**src/rtl/text_console_if.sv**
```systemverilog
// text_console_if: CPU byte stream, attribute load, text RAM port and cursor.
// The slave view belongs to text_console, the master view to CPU and RAM.
interface text_console_if;
    logic [7:0]  data_in;
    logic        data_valid;
    logic        ready;
    logic [7:0]  attr_in;
    logic        attr_we;
    logic [11:0] mem_address;
    logic [7:0]  mem_wdata;
    logic        mem_we;
    logic [7:0]  mem_rdata;
    logic [10:0] cursor;

    modport slave (
        input  data_in, data_valid, attr_in, attr_we, mem_rdata,
        output ready, mem_address, mem_wdata, mem_we, cursor
    );

    modport master (
        output data_in, data_valid, attr_in, attr_we, mem_rdata,
        input  ready, mem_address, mem_wdata, mem_we, cursor
    );
endinterface

```
**src/rtl/text_console.sv**
```systemverilog
// text_console: byte stream to 80x25 text RAM writer with cursor tracking.
// Scrolling on the last row is enabled by defining TEXT_CONSOLE_SCROLL_EN.
module text_console #(
    parameter int         COLS     = 80,
    parameter int         ROWS     = 25,
    parameter logic [7:0] DEF_ATTR = 8'h07
) (
    input logic           clock,
    input logic           reset_n,
    text_console_if.slave bus
);

    localparam logic [2:0] IDLE  = 3'd0;
    localparam logic [2:0] WCHAR = 3'd1;
    localparam logic [2:0] WATTR = 3'd2;
    localparam logic [2:0] ADV   = 3'd3;
    localparam logic [2:0] FILL  = 3'd7;
`ifdef TEXT_CONSOLE_SCROLL_EN
    localparam logic [2:0] SCR_RD   = 3'd4;
    localparam logic [2:0] SCR_WAIT = 3'd5;
    localparam logic [2:0] SCR_WR   = 3'd6;

    localparam logic [11:0] LINE_B   = 12'(2 * COLS);
    localparam logic [11:0] SCR_LAST = 12'(2 * COLS * (ROWS - 1) - 1);
    localparam logic [11:0] SCR_END  = 12'(2 * COLS * (ROWS - 1));
`endif
    localparam logic [6:0]  LAST_COL = 7'(COLS - 1);
    localparam logic [4:0]  LAST_ROW = 5'(ROWS - 1);
    localparam logic [11:0] NBYTE    = 12'(2 * COLS * ROWS);

    logic [2:0]  state_q, state_d;
    logic        ready_q, ready_d;
    logic [11:0] addr_q, addr_d;
    logic [7:0]  wdata_q, wdata_d;
    logic        we_q, we_d;
    logic [6:0]  col_q, col_d;
    logic [4:0]  row_q, row_d;
    logic [10:0] cur_q, cur_d;
    logic [11:0] ptr_q, ptr_d;
    logic [7:0]  char_q, char_d;
    logic [7:0]  attr_q, attr_d;
    logic        nl;

`ifndef TEXT_CONSOLE_SCROLL_EN
    logic unused_rdata;
    assign unused_rdata = ^bus.mem_rdata;
`endif

    always_comb begin
        state_d = state_q;
        ready_d = ready_q;
        addr_d  = addr_q;
        wdata_d = wdata_q;
        we_d    = 1'b0;
        col_d   = col_q;
        row_d   = row_q;
        ptr_d   = ptr_q;
        char_d  = char_q;
        attr_d  = bus.attr_we ? bus.attr_in : attr_q;
        nl      = 1'b0;

        unique case (state_q)
            IDLE: begin
                if (bus.data_valid) begin
                    unique case (1'b1)
                        bus.data_in >= 8'h20: begin
                            char_d  = bus.data_in;
                            state_d = WCHAR;
                            ready_d = 1'b0;
                        end
                        bus.data_in == 8'h0D: col_d = '0;
                        bus.data_in == 8'h0A: nl = 1'b1;
                        bus.data_in == 8'h08: begin
                            if (col_q != '0) col_d = col_q - 7'd1;
                        end
                        bus.data_in == 8'h0C: begin
                            // First fill byte goes out on the accept edge
                            row_d   = '0;
                            col_d   = '0;
                            addr_d  = '0;
                            wdata_d = 8'h20;
                            we_d    = 1'b1;
                            ptr_d   = 12'd1;
                            state_d = FILL;
                            ready_d = 1'b0;
                        end
                        default: ;
                    endcase
                end
            end
            WCHAR: begin
                addr_d  = {cur_q, 1'b0};
                wdata_d = char_q;
                we_d    = 1'b1;
                state_d = WATTR;
            end
            WATTR: begin
                addr_d  = {cur_q, 1'b1};
                wdata_d = attr_q;
                we_d    = 1'b1;
                state_d = ADV;
            end
            ADV: begin
                ready_d = 1'b1;
                state_d = IDLE;
                if (col_q == LAST_COL) nl = 1'b1;
                else col_d = col_q + 7'd1;
            end
`ifdef TEXT_CONSOLE_SCROLL_EN
            SCR_RD: begin
                addr_d  = ptr_q + LINE_B;
                state_d = SCR_WAIT;
            end
            SCR_WAIT: state_d = SCR_WR;
            SCR_WR: begin
                addr_d  = ptr_q;
                wdata_d = bus.mem_rdata;
                we_d    = 1'b1;
                if (ptr_q == SCR_LAST) begin
                    ptr_d   = SCR_END;
                    state_d = FILL;
                end else begin
                    ptr_d   = ptr_q + 12'd1;
                    state_d = SCR_RD;
                end
            end
`endif
            FILL: begin
                if (ptr_q == NBYTE) begin
                    ready_d = 1'b1;
                    state_d = IDLE;
                end else begin
                    addr_d  = ptr_q;
                    wdata_d = ptr_q[0] ? attr_q : 8'h20;
                    we_d    = 1'b1;
                    ptr_d   = ptr_q + 12'd1;
                end
            end
            default: state_d = IDLE;
        endcase

        if (nl) begin
            col_d = '0;
            if (row_q != LAST_ROW) begin
                row_d = row_q + 5'd1;
            end else begin
`ifdef TEXT_CONSOLE_SCROLL_EN
                // Entry edge already issues the first source read
                addr_d  = LINE_B;
                ptr_d   = '0;
                state_d = SCR_WAIT;
                ready_d = 1'b0;
`else
                row_d = '0;
`endif
            end
        end

        cur_d = 11'(row_d) * 11'(COLS) + 11'(col_d);
    end

    always_ff @(posedge clock or negedge reset_n) begin
        if (!reset_n) begin
            state_q <= IDLE;
            ready_q <= 1'b1;
            addr_q  <= '0;
            wdata_q <= '0;
            we_q    <= 1'b0;
            col_q   <= '0;
            row_q   <= '0;
            cur_q   <= '0;
            ptr_q   <= '0;
            char_q  <= '0;
            attr_q  <= DEF_ATTR;
        end else begin
            state_q <= state_d;
            ready_q <= ready_d;
            addr_q  <= addr_d;
            wdata_q <= wdata_d;
            we_q    <= we_d;
            col_q   <= col_d;
            row_q   <= row_d;
            cur_q   <= cur_d;
            ptr_q   <= ptr_d;
            char_q  <= char_d;
            attr_q  <= attr_d;
        end
    end

    assign bus.ready       = ready_q;
    assign bus.mem_address = addr_q;
    assign bus.mem_wdata   = wdata_q;
    assign bus.mem_we      = we_q;
    assign bus.cursor      = cur_q;

endmodule

```
**src/flat_wrapper.sv**
```systemverilog
// flat-port wrapper written by rule: the top's interface ports become plain ports
module text_console_flat 
#(
    parameter int         COLS     = 80,
    parameter int         ROWS     = 25,
    parameter logic [7:0] DEF_ATTR = 8'h07
)
  (clock, reset_n, bus_data_in, bus_data_valid, bus_attr_in, bus_attr_we, bus_mem_rdata, bus_ready, bus_mem_address, bus_mem_wdata, bus_mem_we, bus_cursor);
  text_console_if bus_i ();
  input logic clock;
  input logic reset_n;
  input wire logic [$bits(bus_i.data_in)-1:0] bus_data_in;
  input wire logic [$bits(bus_i.data_valid)-1:0] bus_data_valid;
  input wire logic [$bits(bus_i.attr_in)-1:0] bus_attr_in;
  input wire logic [$bits(bus_i.attr_we)-1:0] bus_attr_we;
  input wire logic [$bits(bus_i.mem_rdata)-1:0] bus_mem_rdata;
  output wire logic [$bits(bus_i.ready)-1:0] bus_ready;
  output wire logic [$bits(bus_i.mem_address)-1:0] bus_mem_address;
  output wire logic [$bits(bus_i.mem_wdata)-1:0] bus_mem_wdata;
  output wire logic [$bits(bus_i.mem_we)-1:0] bus_mem_we;
  output wire logic [$bits(bus_i.cursor)-1:0] bus_cursor;
  assign bus_i.data_in = bus_data_in;
  assign bus_i.data_valid = bus_data_valid;
  assign bus_i.attr_in = bus_attr_in;
  assign bus_i.attr_we = bus_attr_we;
  assign bus_i.mem_rdata = bus_mem_rdata;
  assign bus_ready = bus_i.ready;
  assign bus_mem_address = bus_i.mem_address;
  assign bus_mem_wdata = bus_i.mem_wdata;
  assign bus_mem_we = bus_i.mem_we;
  assign bus_cursor = bus_i.cursor;
  text_console #(.COLS(COLS), .ROWS(ROWS), .DEF_ATTR(DEF_ATTR)) u_core (.clock(clock), .reset_n(reset_n), .bus(bus_i));
endmodule
```
**config.mk**
```make
export PLATFORM = sky130hd
export DESIGN_NAME = text_console_flat
export DESIGN_NICKNAME = d
export VERILOG_FILES = /design/src/rtl/text_console_if.sv /design/src/rtl/text_console.sv /design/src/flat_wrapper.sv
export SDC_FILE = /design/constraint.sdc
export NUM_CORES = 1
export LEC_CHECK = 0
export ABC_AREA = 1
export CAP_MARGIN = 20
export CELL_PAD_IN_SITES_DETAIL_PLACEMENT = 0
export CELL_PAD_IN_SITES_GLOBAL_PLACEMENT = 1
export CORE_UTILIZATION = 40
export DETAILED_ROUTE_END_ITERATION = 7
export PLACE_DENSITY_LB_ADDON = 0.1
export SLEW_MARGIN = 10
export SYNTH_ARGS = -nofsm -noshare
export SYNTH_HDL_FRONTEND = slang
export SYNTH_SLANG_ARGS = --single-unit
export TNS_END_PERCENT = 30
```
**constraint.sdc**
```tcl
create_clock -name clock -period 3.63 [get_ports clock]
set_clock_uncertainty 0.15 [all_clocks]
set_input_delay 1.089 -clock clock [delete_from_list [all_inputs] [get_ports clock]]
set_output_delay 1.089 -clock clock [all_outputs]
set_load 0.02 [all_outputs]
```
After elaboration in Yosys (flattened, before gate mapping)
Index checks and enable logic that the tools add are counted. Widths: inputs -> output; s select.

Flip-flop bits (word level): 76. Output and inout bits: 33. Word-level logic and storage cells: 88.

$add $sub $neg: 5. Multipliers: 1. Order comparisons: 1. Eq/ne operators: 17. Mux-type cells: 40. Reductions and logical operators: 13.

Operators with widths (number): $mux 12 (6); $pmux 12 s4 (1); $eq 8x4->1 const B (4); $mux 8 (4); $pmux 8 s4 (1); $mux 7 (4); $pmux 7 s2 (2); $mux 5 (5); $pmux 12 s2 (1); $add 12x1->12 const B (1); $eq 12x12->1 const B (1); $pmux 3 s4 (1); $reduce_and 4->1 (3); $add 11x7->11 (1); $mux 1 (9); $ge 8x6->1 const B (1); $add 7x1->7 const B (1); $eq 7x7->1 const B (1); $mul 5x3->7 const B (1); $reduce_bool 7->1 (1); $sub 7x1->7 const B (1); $eq 3x2->1 const B (2); $mux 3 (2); $ne 2x2->1 const B (3); 15 further kinds (20).

Longest topological paths before layout
Word-level depth: 7. Depth in mapped cells: 25. Depth with buffers taken out: 24.

Worst setup path after synthesis
OpenSTA, ideal clock, no wires.

Kind: input to register. Start: input bus_data_in[7]. End: register u_core.cur_q[10], in the netlist u_core.bus.cursor[10]. Data arrival time: 3.516 ns. Slack: -0.149 ns. Stages: 19. Path through: nor2_1 -> nand2_1 -> nor2_1 -> nand3_1 -> nand2_2 -> inv_1 -> buf_6 -> o31ai_1 -> ha_1 -> fa_1 -> inv_1 -> nor2_1 -> nand2_1 -> nand2_1 -> nand2_1 -> inv_1 -> nand2_1 -> nand2_1 -> inv_1.

Word-level cells in the longest chain between the ends: 7. Elaborated cells on any way between the ends: 18.

RTL lines: from (decl) (RTL line flat_wrapper.sv:12) `input wire logic [$bits(bus_i.data_in)-1:0] bus_data_in;`; $eq 8x4->1, on equally long branches (RTL line text_console.sv:72, text_console.sv:76); $mux 1 or $mux 5 (tied branches) (RTL line text_console.sv:65) `unique case (1'b1)`; $mux 1 or $mux 5 (tied branches) (RTL line text_console.sv:64) `if (bus.data_valid) begin`; $pmux 1 s2 or $mux 5 (tied branches) (RTL line text_console.sv:62) `unique case (state_q)`; $mux 5 (*) (RTL line text_console.sv:142) `if (nl) begin`; net u_core.row_d[2] (RTL line text_console.sv:37) `logic [4:0] row_q, row_d;`; $mul 5x3->7 (*) (RTL line text_console.sv:159) `cur_d = 11'(row_d) * 11'(COLS) + 11'(col_d);`; $add 11x7->11 (*) (RTL line text_console.sv:159); net u_core.cur_d[10] (RTL line text_console.sv:38) `logic [10:0] cur_q, cur_d;`; to (signal assigned) (RTL line text_console.sv:183) `cur_q <= cur_d;`; to (decl) (RTL line text_console.sv:38).

Mark *: on every way through the listed nets, which the timed path passes. The rest lies on a longest branch. A chain may end at the register's enable or synchronous reset.

Worst setup path after layout
Start: input bus_data_in[4]. End: register u_core.cur_q[10], in the netlist u_core.bus.cursor[10].

Same word-level chain as after synthesis.

==> qor.csv <==
stage,metric,value,unit
worst_setup_path,ff2ff_path_depth,21,
worst_setup_path,critical_path_class,primary input to flop,
synthesis,yosys.area_share.adder,5.813,%
power,fin_total_pwr,1543,uW
clock_tree,ctsHoldBuffers,0,
final_layout,fill_cells,943,
hold_path,holdPathEnd,u_core.bus.mem_address[2],
synthesis,synth_fp_nets,549,
timing,finalHoldViolCount,0,
clock_tree,root_buffer,clkbuf_8,
timing,maxSlewHeadroom,56.38,%
clock_tree,clock_path_buffers,2,
drt,drt_first_iter_violations,121,
synthesis,synth-simple-area-share,25.76,%
clock_tree,cts.sinks,72,
worst_setup_path,reg2reg_to,u_core.bus.cursor[10],
timing,finalSetupTns,0,ps
floorplan,die_height,103.6,um
hold_path,holdPathStages,2,
final_layout,multi_input_area,2116,um2
worst_setup_path,end_kind,flop,
drt,drcViolationCount,0,
worst_setup_path,critPathLaunchType,primary input,
worst_setup_path,worstPathRequired,3720,ps
worst_setup_path,arrival,3720,ps
synthesis,synthFlopType,dfrtp_1,
floorplan,core_area,9910,um2
drt,dr.pass1.iters,4,
final_layout,fin_util,55.32,%
floorplan,start_util,41.70,%
synthesis,synthDistinctLibCells,38,
final_layout,antenna_cells,0,
hold_path,hp-start,u_core.bus.mem_address[2],
floorplan,rows,36,
placement,gp_congestion,0.8615,
clock_tree,clock_latency,350,ps
worst_setup_path,r2r_slack,250,ps
synthesis,synth_area_per_cell,8.216,um2
timing,fmax,275.9,MHz
hold_path,hp-class,flop to flop,
power,leakagePower,0.002603,uW
timing,rsz0062_at_grt,true,
floorplan,pin_count,61,
synthesis,synth_xor_area_share,1.907,%
grt,overflow,0,
flow_run,cap_violations,0,
drt,wl_per_cell,13.58,um
final_layout,drive_above_1_share,22.93,%
placement,io_buffers,52,
synthesis,yosys_warnings,0,
power,ir_drop,0.1340,mV
clock_tree,h-tree-depth,3,
timing,period_minus_slack,3625,ps
drt,routed_wl,10160,um
worst_setup_path,timing.rr.start,u_core.col_q[0],
timing,drv_slew,0,
clock_tree,numCtsBuffers,9,
floorplan,die_w,103.6,um
synthesis,synth_top_family_by_area,simple AND/OR/NAND/NOR gates,
synthesis,synth_edf_count,0,
drt,vias,3700,
grt,groute.usage.overall,20.32,%
synthesis,synth.area.top_cells,"dfrtp_1 41%, nand2_1 12%, nand3_1 5.1%, ha_1 4.8%, inv_1 4.6%",
synthesis,synth_mux_area_share,2.997,%
drt,via_per_inst,4.947,
placement,hpwl,7544,um
final_layout,area_growth,32.64,%
status,status,completed,
synthesis,netlist_area,4133,um2
grt,antenna_found_initial,0,
timing,setup_viol,0,
grt,grt_max_degree,44,
grt,grt_pass1_vias,3624,
timing,timing.final.crit_share,99.86,%
final_layout,nets,656,
grt,grt_pass1_wl,17350,um
worst_setup_path,path_max_fanout,5,
final_layout,final_common_cell,nand2_1,
power,power_density,281.5,nW/um2
clock_tree,cts_tree,built,
synthesis,synth_cells,503,
floorplan,die-area,10740,um2
synthesis,async_flop_share,100.0,%
synthesis,synth_top_area_share,41.17,%
clock_tree,clk_pin_slew,70,ps
timing,tightest_slew,649.9,ps
final_layout,final_cell_mix,"127 x nand2_1, 68 x dfrtp_1, 56 x buf_4",
drt,ant_nets,0,
synthesis,seq_area_frac_synth,43.72,%
synthesis,synth-seq-cells,72,
synthesis,synth_compound_area_share,11.99,%
synthesis,synth_top_area_cell,dfrtp_1,
final_layout,regArea,1807,um2
## kinds of logic (layout without fill, tap and decap cells)
logic type | after synthesis | in the layout
multiplexers | 11 | 11
AND/OR/NAND/NOR | 237 | 237
buffers and inverters | 71 | 183
AO/OA/AOI/OAI | 85 | 85
adder cells (fa/ha/maj) | 18 | 18
XOR/XNOR | 9 | 9
flip-flops | 72 | 72
## per-stage QoR
stage	instance area, um2	worst slack [ps]	cells	hold WS, ps
floorplan	4165	8.781	503	292.3
global placement	5165	-735.7	726	309.7
detailed placement	5165	-754.1	726	318.5
CTS	5443	1.514	747	337.4
global route	5482	-113.2	748	359.6
finish	5482	4.970	748	331.7
## how the worst max path moves through the flow
stage | startpoint | endpoint | slack [ps] | depth (start not counted)
2_1_floorplan | bus_data_in[7] | u_core.bus.cursor[10] | 9 | 21
3_3_place_gp | bus_data_in[7] | u_core.bus.cursor[10] | -740 | 23
3_5_place_dp | bus_data_in[7] | u_core.bus.cursor[10] | -750 | 22
4_1_cts | bus_data_in[4] | u_core.bus.cursor[10] | 2 | 22
5_1_grt | bus_data_in[4] | u_core.bus.cursor[10] | -110 | 22
6_report | bus_data_in[4] | u_core.bus.cursor[10] | 5 | 22
## registers in the layout (all words and copies together), names as in the netlist
| name | count |
|---|---|
| u_core.bus.mem_address | 12 |
| u_core.ptr_q | 12 |
| u_core.attr_q | 8 |
| u_core.bus.mem_wdata | 8 |
| u_core.char_q | 8 |
| u_core.bus.cursor | 7 |
| u_core.col_q | 7 |
| u_core.row_q | 5 |
| u_core.state_q | 3 |
| u_core.bus.mem_we | 1 |
| u_core.bus.ready | 1 |
## critical path, cell delays in order
cell and delay [ps]:
buf_2 120, nor2_4 90, nand2_2 70, nor2_2 110, nand3_2 120, nand2_2 110, clkinvlp_4 160, buf_6 150
nand3_2 50, o21ai_2 70, ha_1 310, ha_2 200, fa_1 510, inv_2 50, nor2_4 120, nand2_1 60
nand2_1 60, nand2_1 60, inv_1 50, nand2_1 40, nand2_1 70, inv_1 40
## cell usage after synthesis, types with 2 or more instances
cell type,n
a31oi_1,2
nor3_1,8
dfrtp_1,68
nand2_2,5
ha_1,16
dfstp_2,4
nand4_1,12
o21ai_0,33
clkbuf_1,4
a21oi_1,12
buf_6,4
xnor2_1,3
o21bai_1,2
nor2_1,31
xor2_1,6
buf_4,6
o21ai_1,13
buf_2,3
a22oi_1,18
mux2_2,11
nand2_1,128
fa_1,2
nor2_2,3
inv_2,3
o31ai_1,2
inv_1,51
nand3_1,42
## per-layer routing
| layer | wire length [um] | vias to the layer above | part of all wire [%] | global-route usage, % |
|---|---|---|---|---|
| met2 | 4831 | 77 | 48 | 33.37 |
| met4 | 108 | 0 | 1.1 | 6.832 |
| met5 | 0 | - | 0 | 0 |
| li1 | - | 1881 | - | - |
| met3 | 468 | 11 | 4.6 | 3.210 |
| met1 | 4748 | 1731 | 47 | 27.31 |
## layout make-up
type / instances / share of cell area (%)
clock buffers: 10 / 2.328
clock inverters: 6 / 1.096
inverters: 54 / 3.766
multi-input cells: 360 / 38.60
flip-flops and latches: 72 / 32.96
well taps: 133 / 3.036
repair buffers: 113 / 18.22
## power by group
group          total (uW)  internal (uW)  switching (uW)
registers             827            819            7.95
clock network         624            314             310
logic                92.1           48.3            43.8
total                1540           1180             362
## what timing repair did
action                                  in CTS  in global routing
pin swaps                                   15                  1
hold endpoints to repair                     0                  0
endpoints found under the setup margin       4                  3
gates cloned                                 0                  0
setup buffers                                5                  0
gates resized for setup                     46                 12
(Power assumes the default switching activity.)
